<file path="config.mk">
export PLATFORM = sky130hd
export DESIGN_NAME = mem_port_arbiter
export DESIGN_NICKNAME = d
export VERILOG_FILES = /design/src/rtl/mem_port_arbiter.sv
export SDC_FILE = /design/constraint.sdc
export NUM_CORES = 1
export LEC_CHECK = 0
export CELL_PAD_IN_SITES_DETAIL_PLACEMENT = 2
export CELL_PAD_IN_SITES_GLOBAL_PLACEMENT = 2
export CORE_UTILIZATION = 24
export CTS_BUF_LIST = sky130_fd_sc_hd__clkbuf_2
export DETAILED_ROUTE_END_ITERATION = 6
export PLACE_DENSITY_LB_ADDON = 0.1
export SYNTH_ARGS = -nofsm -noshare
export SYNTH_HDL_FRONTEND = slang
export SYNTH_SLANG_ARGS = --single-unit
</file>
<file path="constraint.sdc">
create_clock -name clk_i -period 5 [get_ports clk_i]
set_input_delay 0.75 -clock clk_i [delete_from_list [all_inputs] [get_ports clk_i]]
set_output_delay 0.75 -clock clk_i [all_outputs]
set_load 0.01 [all_outputs]
</file>
<file path="src/rtl/mem_port_arbiter.sv">
// Purpose : shares one memory port between instruction fetch (if_*) and load/store (dm_*).
// Latency : gnt combinational in IDLE, mem_req from the next cycle, rvalid one cycle after mem_ack (min 2).
// Backpress: one transaction outstanding; requests are held by the requester until gnt, mem_req held until mem_ack.
//
// Ports
//   clk_i, reset_i                 clock (rising edge), asynchronous active-high reset
//   if_req_i/if_addr_i             fetch request; if_gnt_o accept; if_rvalid_o/if_rdata_o/if_err_o response
//   dm_req_i/dm_we_i/dm_be_i/
//   dm_addr_i/dm_wdata_i           load/store request; dm_gnt_o accept; dm_rvalid_o/dm_rdata_o/dm_err_o response
//   mem_req_o/mem_we_o/mem_be_o/
//   mem_addr_o/mem_wdata_o         memory request, held until mem_ack_i; mem_rdata_i valid with mem_ack_i
//
// Build option: define MEM_ARB_FAIR_EN to limit consecutive dm grants to MAX_DM_BURST while a fetch waits.
// Without it dm has strict priority and fetch may starve.

module mem_port_arbiter #(
    parameter int unsigned AW           = 32,
    parameter int unsigned DW           = 32,
    parameter int unsigned TIMEOUT      = 64,
    parameter int unsigned MAX_DM_BURST = 4
) (
    input  logic              clk_i,
    input  logic              reset_i,
    input  logic              if_req_i,
    input  logic [AW-1:0]     if_addr_i,
    output logic              if_gnt_o,
    output logic              if_rvalid_o,
    output logic [DW-1:0]     if_rdata_o,
    output logic              if_err_o,
    input  logic              dm_req_i,
    input  logic              dm_we_i,
    input  logic [DW/8-1:0]   dm_be_i,
    input  logic [AW-1:0]     dm_addr_i,
    input  logic [DW-1:0]     dm_wdata_i,
    output logic              dm_gnt_o,
    output logic              dm_rvalid_o,
    output logic [DW-1:0]     dm_rdata_o,
    output logic              dm_err_o,
    output logic              mem_req_o,
    output logic              mem_we_o,
    output logic [DW/8-1:0]   mem_be_o,
    output logic [AW-1:0]     mem_addr_o,
    output logic [DW-1:0]     mem_wdata_o,
    input  logic              mem_ack_i,
    input  logic [DW-1:0]     mem_rdata_i
);

    localparam int unsigned BW = DW / 8;
    // Counter sized for the timeout alone; a 1-bit stub when the timeout is disabled.
    localparam int unsigned CW = (TIMEOUT > 0) ? $clog2(TIMEOUT + 1) : 1;
    localparam logic [CW-1:0] CNT_LAST = (TIMEOUT > 0) ? CW'(TIMEOUT - 1) : '0;
    localparam logic [CW-1:0] CNT_MAX  = '1;

    localparam logic [0:0] S_IDLE = 1'b0;
    localparam logic [0:0] S_WAIT = 1'b1;

    localparam logic OWN_IF = 1'b0;
    localparam logic OWN_DM = 1'b1;

    logic [0:0]    state_q, state_d;
    logic          owner_q, owner_d;
    logic          we_q, we_d;
    logic [BW-1:0] be_q, be_d;
    logic [AW-1:0] addr_q, addr_d;
    logic [DW-1:0] wdata_q, wdata_d;
    logic [CW-1:0] cnt_q, cnt_d;
    logic [DW-1:0] rdata_q, rdata_d;
    logic          rvalid_q, rvalid_d;
    logic          err_q, err_d;

    logic is_idle;
    logic force_if;
    logic dm_win;
    logic if_win;
    logic grant;
    logic timeout_hit;

`ifdef MEM_ARB_FAIR_EN
    localparam int unsigned SW = (MAX_DM_BURST > 0) ? $clog2(MAX_DM_BURST + 1) : 1;
    logic [SW-1:0] streak_q, streak_d;

    // Once dm has won MAX_DM_BURST times in a row over a waiting fetch, fetch takes the next slot.
    assign force_if = if_req_i && (streak_q >= SW'(MAX_DM_BURST));

    always_comb begin
        streak_d = streak_q;
        if (grant) begin
            if (!dm_win || !if_req_i) begin
                streak_d = '0;
            end else begin
                streak_d = streak_q + SW'(1);
            end
        end
    end

    always_ff @(posedge clk_i or posedge reset_i) begin
        if (reset_i) begin
            streak_q <= '0;
        end else begin
            streak_q <= streak_d;
        end
    end
`else
    assign force_if = 1'b0;
`endif

    assign is_idle = (state_q == S_IDLE);
    assign dm_win  = dm_req_i && !force_if;
    assign if_win  = if_req_i && !dm_win;
    assign grant   = is_idle && (dm_win || if_win);

    assign dm_gnt_o = is_idle && dm_win;
    assign if_gnt_o = is_idle && if_win;

    // Ack on the last allowed cycle still counts as success, hence the !mem_ack_i term.
    assign timeout_hit = (TIMEOUT != 0) && (cnt_q == CNT_LAST) && !mem_ack_i;

    always_comb begin
        state_d  = state_q;
        owner_d  = owner_q;
        we_d     = we_q;
        be_d     = be_q;
        addr_d   = addr_q;
        wdata_d  = wdata_q;
        cnt_d    = cnt_q;
        rdata_d  = rdata_q;
        rvalid_d = 1'b0;
        err_d    = 1'b0;
        case (state_q)
            S_IDLE: begin
                // mem_ack_i seen here is late or spurious and is deliberately ignored.
                if (grant) begin
                    state_d = S_WAIT;
                    owner_d = dm_win ? OWN_DM : OWN_IF;
                    addr_d  = dm_win ? dm_addr_i : if_addr_i;
                    we_d    = dm_win && dm_we_i;
                    be_d    = dm_win ? dm_be_i : '1;
                    wdata_d = dm_win ? dm_wdata_i : '0;
                    cnt_d   = '0;
                end
            end
            S_WAIT: begin
                if (mem_ack_i) begin
                    state_d  = S_IDLE;
                    rdata_d  = we_q ? '0 : mem_rdata_i;
                    rvalid_d = 1'b1;
                end else if (timeout_hit) begin
                    state_d  = S_IDLE;
                    rdata_d  = '0;
                    rvalid_d = 1'b1;
                    err_d    = 1'b1;
                end else if (cnt_q != CNT_MAX) begin
                    cnt_d = cnt_q + CW'(1);
                end
            end
            default: begin
                state_d = S_IDLE;
            end
        endcase
    end

    always_ff @(posedge clk_i or posedge reset_i) begin
        if (reset_i) begin
            state_q  <= S_IDLE;
            owner_q  <= OWN_IF;
            we_q     <= 1'b0;
            be_q     <= '0;
            addr_q   <= '0;
            wdata_q  <= '0;
            cnt_q    <= '0;
            rdata_q  <= '0;
            rvalid_q <= 1'b0;
            err_q    <= 1'b0;
        end else begin
            state_q  <= state_d;
            owner_q  <= owner_d;
            we_q     <= we_d;
            be_q     <= be_d;
            addr_q   <= addr_d;
            wdata_q  <= wdata_d;
            cnt_q    <= cnt_d;
            rdata_q  <= rdata_d;
            rvalid_q <= rvalid_d;
            err_q    <= err_d;
        end
    end

    assign mem_req_o   = (state_q == S_WAIT);
    assign mem_we_o    = we_q;
    assign mem_be_o    = be_q;
    assign mem_addr_o  = addr_q;
    assign mem_wdata_o = wdata_q;

    // Responses are steered to the owner only; the other side stays quiet.
    assign if_rvalid_o = rvalid_q && (owner_q == OWN_IF);
    assign if_err_o    = err_q    && (owner_q == OWN_IF);
    assign if_rdata_o  = (owner_q == OWN_IF) ? rdata_q : '0;
    assign dm_rvalid_o = rvalid_q && (owner_q == OWN_DM);
    assign dm_err_o    = err_q    && (owner_q == OWN_DM);
    assign dm_rdata_o  = (owner_q == OWN_DM) ? rdata_q : '0;

endmodule

</file>
==> flow_summary_export.csv <==
group,metric,value,unit
status,status,"finished with violations",
status,failed_checks,"design-rule violations",
clock_tree,clock_latency,0.65,ns
detailed_routing,num_vias,4988,
floorplan,die_area,23300,um2
detailed_routing,routed_wl,20.0,mm
final_layout,drive_gt1_frac,0.0416,
synth,synth_nets,673,
place,dp_hpwl,15.0,mm
synth,synthArstFlopShare,1.00,
power_and_ir_drop,irDropWorstVdd,139,uV
detailed_routing,drt-initial-drc-count,165,
synth,ys_ff_latch,112,
job,cap_violations,0,
synth,synth.distinct_cells,43,
synth,syn_area,5460,um2
final_layout,final_cell_area,8550,um2
final_layout,final_nets,928,
synth,synth_top_area_share,0.514,
floorplan,core_area,22100,um2
final_layout,final_util,0.387,
synth,ys_seq_area_frac,0.514,
place,gp_congestion,0.740,
sta,drv_slew,0,
synth,synth_edf_count,0,
setup_path,startpoint_type,"flip-flop",
synth,synth_ff_type,"dfrtp_1",
clock_tree,tritoncts,"yes",
clock_tree,cts-htree-levels,3,
floorplan,fp.dieH,153,um
grt,grtUsageTotal,0.175,
power_and_ir_drop,p_leak,3.50,nW
sta,worst_pin_slew,1.11,ns
place,placed_area,8420,um2
place,portBuffers,277,
detailed_routing,routedWlPerCell,18.6,um
clock_tree,cts_resized,0,
power_and_ir_drop,p_per_area,466,nW/um2
sta,fmax,306,MHz
clock_tree,post_cts_buffers,0,
detailed_routing,dr.pass1.iters,6,
grt,antenna_found_initial,1,
grt,grt_overflow,0,
setup_path,end_kind,"output port",
grt,grt_first_pass_wirelength,32.2,mm
grt,grt_max_degree,79,
floorplan,die_w,153,um
final_layout,area_growth,56.6,%
final_layout,multi_input_area,2410,um2
synth,avgSynthCellArea,10.2,um2
detailed_routing,via_per_inst,4.64,
min_path,hold_path.class,"primary input to flip-flop",
sta,hold_viol_final,0,
detailed_routing,ant_nets,0,
sta,final.setup.tns,0,ns
sta,relSlewSlack,0.259,
final_layout,nFillCells,2347,
synth,synthCells,534,
clock_tree,clock_sinks,112,
clock_tree,clockBufferDepth,2,
setup_path,crit_required,4.25,ns
setup_path,critical_path_class,"flip-flop to output port",
clock_tree,path_clk_slew,0.31,ns
detailed_routing,drc,13,
floorplan,rows,54,
sta,rsz0062_at_grt,"false",
floorplan,start_util,0.247,
sta,post-route-min-period,3.27,ns
sta,post-route-period-util,0.653,
sta,finClkSkew,0.0362,ns
synth,yosysTopAreaCell,"dfrtp_1",
clock_tree,cts_buffers,9,
setup_path,arrival,2.52,ns
clock_tree,root_buffer,"clkbuf_2",
synth,synth.area.top_cells,"dfrtp_1 (51%), nor2b_1 (7.6%), mux2i_1 (6.1%)",
final_layout,register_area,2810,um2
sta,setup_violations,0,
synth,synth_warnings,0,
floorplan,boundaryPins,278,
setup_path,path_max_fanout,69,
grt,grt_pass1_vias,5668,
clock_tree,cts_hold_buf,0,
-- final timing paths --
check                                            from                    endpoint  slack [ns]  cells after the start
min                                          dm_req_i         owner_q$_DFFE_PP0P_        0.51                      3
min in group asynchronous                     reset_i     rdata_q[23]$_DFFE_PP0P_        0.52                      2
max in group asynchronous                     reset_i  mem_addr_o[16]$_DFFE_PP0P_        3.22                      3
max reg2reg                      cnt_q[0]$_DFFE_PP0P_      rdata_q[7]$_DFFE_PP0P_        2.72                      4
min reg2reg                mem_addr_o[11]$_DFFE_PP0P_  mem_addr_o[11]$_DFFE_PP0P_        0.53                      2
max                               owner_q$_DFFE_PP0P_              dm_rdata_o[16]        1.73                      2
-- registers in the layout, indices dropped and copies added, names as in the netlist --
signal / count
owner_q: 1
err_q: 1
mem_req_o: 1
mem_addr_o: 32
mem_we_o: 1
mem_be_o: 4
rdata_q: 32
rvalid_q: 1
cnt_q: 7
mem_wdata_o: 32
-- synth_stat cells (2+ instances only) --
library cell	instances
a22o_1	33
clkbuf_1	13
mux2i_1	33
o21ai_1	10
buf_2	14
o21ai_0	58
a21oi_1	32
nor2_1	4
buf_6	4
nor2b_1	66
a2bb2oi_1	2
inv_1	3
dfrtp_1	112
o31ai_1	2
buf_4	6
and3_1	2
nand2_1	38
nand3_1	3
nand2b_1	35
and2_1	37
o22a_1	4
clkbuf_4	2
-- metrics by stage --
step | hold WS [ns] | power (W) | setup slack [ns] | cells
after floorplan | 0.514 | 0.00237 | 1.29 | 534
after global placement | 0.463 | 0.00348 | 2.14 | 1058
after detailed placement | 0.473 | 0.00357 | 2.10 | 1058
after CTS | 0.459 | 0.00407 | 1.58 | 1074
after global routing | 0.510 | 0.00428 | 1.49 | 1075
final | 0.514 | 0.00399 | 1.73 | 1075
-- worst max-delay path: stages, from the launching register on --
cell             delay (ns)
dfrtp_2                1.07
and2_1                 0.25
clkdlybuf4s50_1        0.54
-- logic make-up (layout without fill, tap and decap cells) --
group / count (synthesis) / after routing / synth area share
and+or+nand+nor: 196 / 196 / 0.210
AOI/OAI and AO/OA: 148 / 148 / 0.169
other: 0 / 1 / 0
muxes: 33 / 33 / 0.0605
adders and majority gates: 1 / 1 / 0.00229
buffers and inverters: 44 / 304 / 0.0447
DFF: 112 / 112 / 0.514
-- placed cells by master (no fill, tap or decap), types with 3 or more instances in the layout --
cell type        count
clkbuf_2             9
o22a_1               4
a21oi_1             32
nor2b_1             66
and2_1              37
o21ai_0             58
mux2i_1             33
nor2_1               4
o21ai_1             10
nand3_1              3
buf_4                6
nand2b_1            35
dfrtp_1            110
nand2_1             38
a22o_1              33
clkdlybuf4s50_1    276
-- final cells by class --
cell class | instances | share of cell area
Sequential cell | 112 | 0.328
Clock inverter | 7 | 0.00981
Multi-Input combinational cell | 378 | 0.282
Inverter | 4 | 0.00205
Tap cell | 280 | 0.0410
Timing Repair Buffer | 284 | 0.331
Antenna cell | 1 | 0.000293
Clock buffer | 9 | 0.00527
-- per-layer routing --
metal | wire [um] | up-vias | track usage
li1 | - | 2328 | -
met1 | 8210 | 2483 | 0.208
met2 | 9970 | 163 | 0.309
met3 | 1550 | 14 | 0.0503
met4 | 238 | 0 | 0.0452
met5 | 0 | - | 0
-- power breakdown --
group,internal (W),total (W),switching (W)
clock,0.000129,0.000475,0.000346
combinational,0.00114,0.00196,0.000822
sequential,0.00123,0.00155,0.000321
No activity file was read; power rests on OpenSTA's default activity.
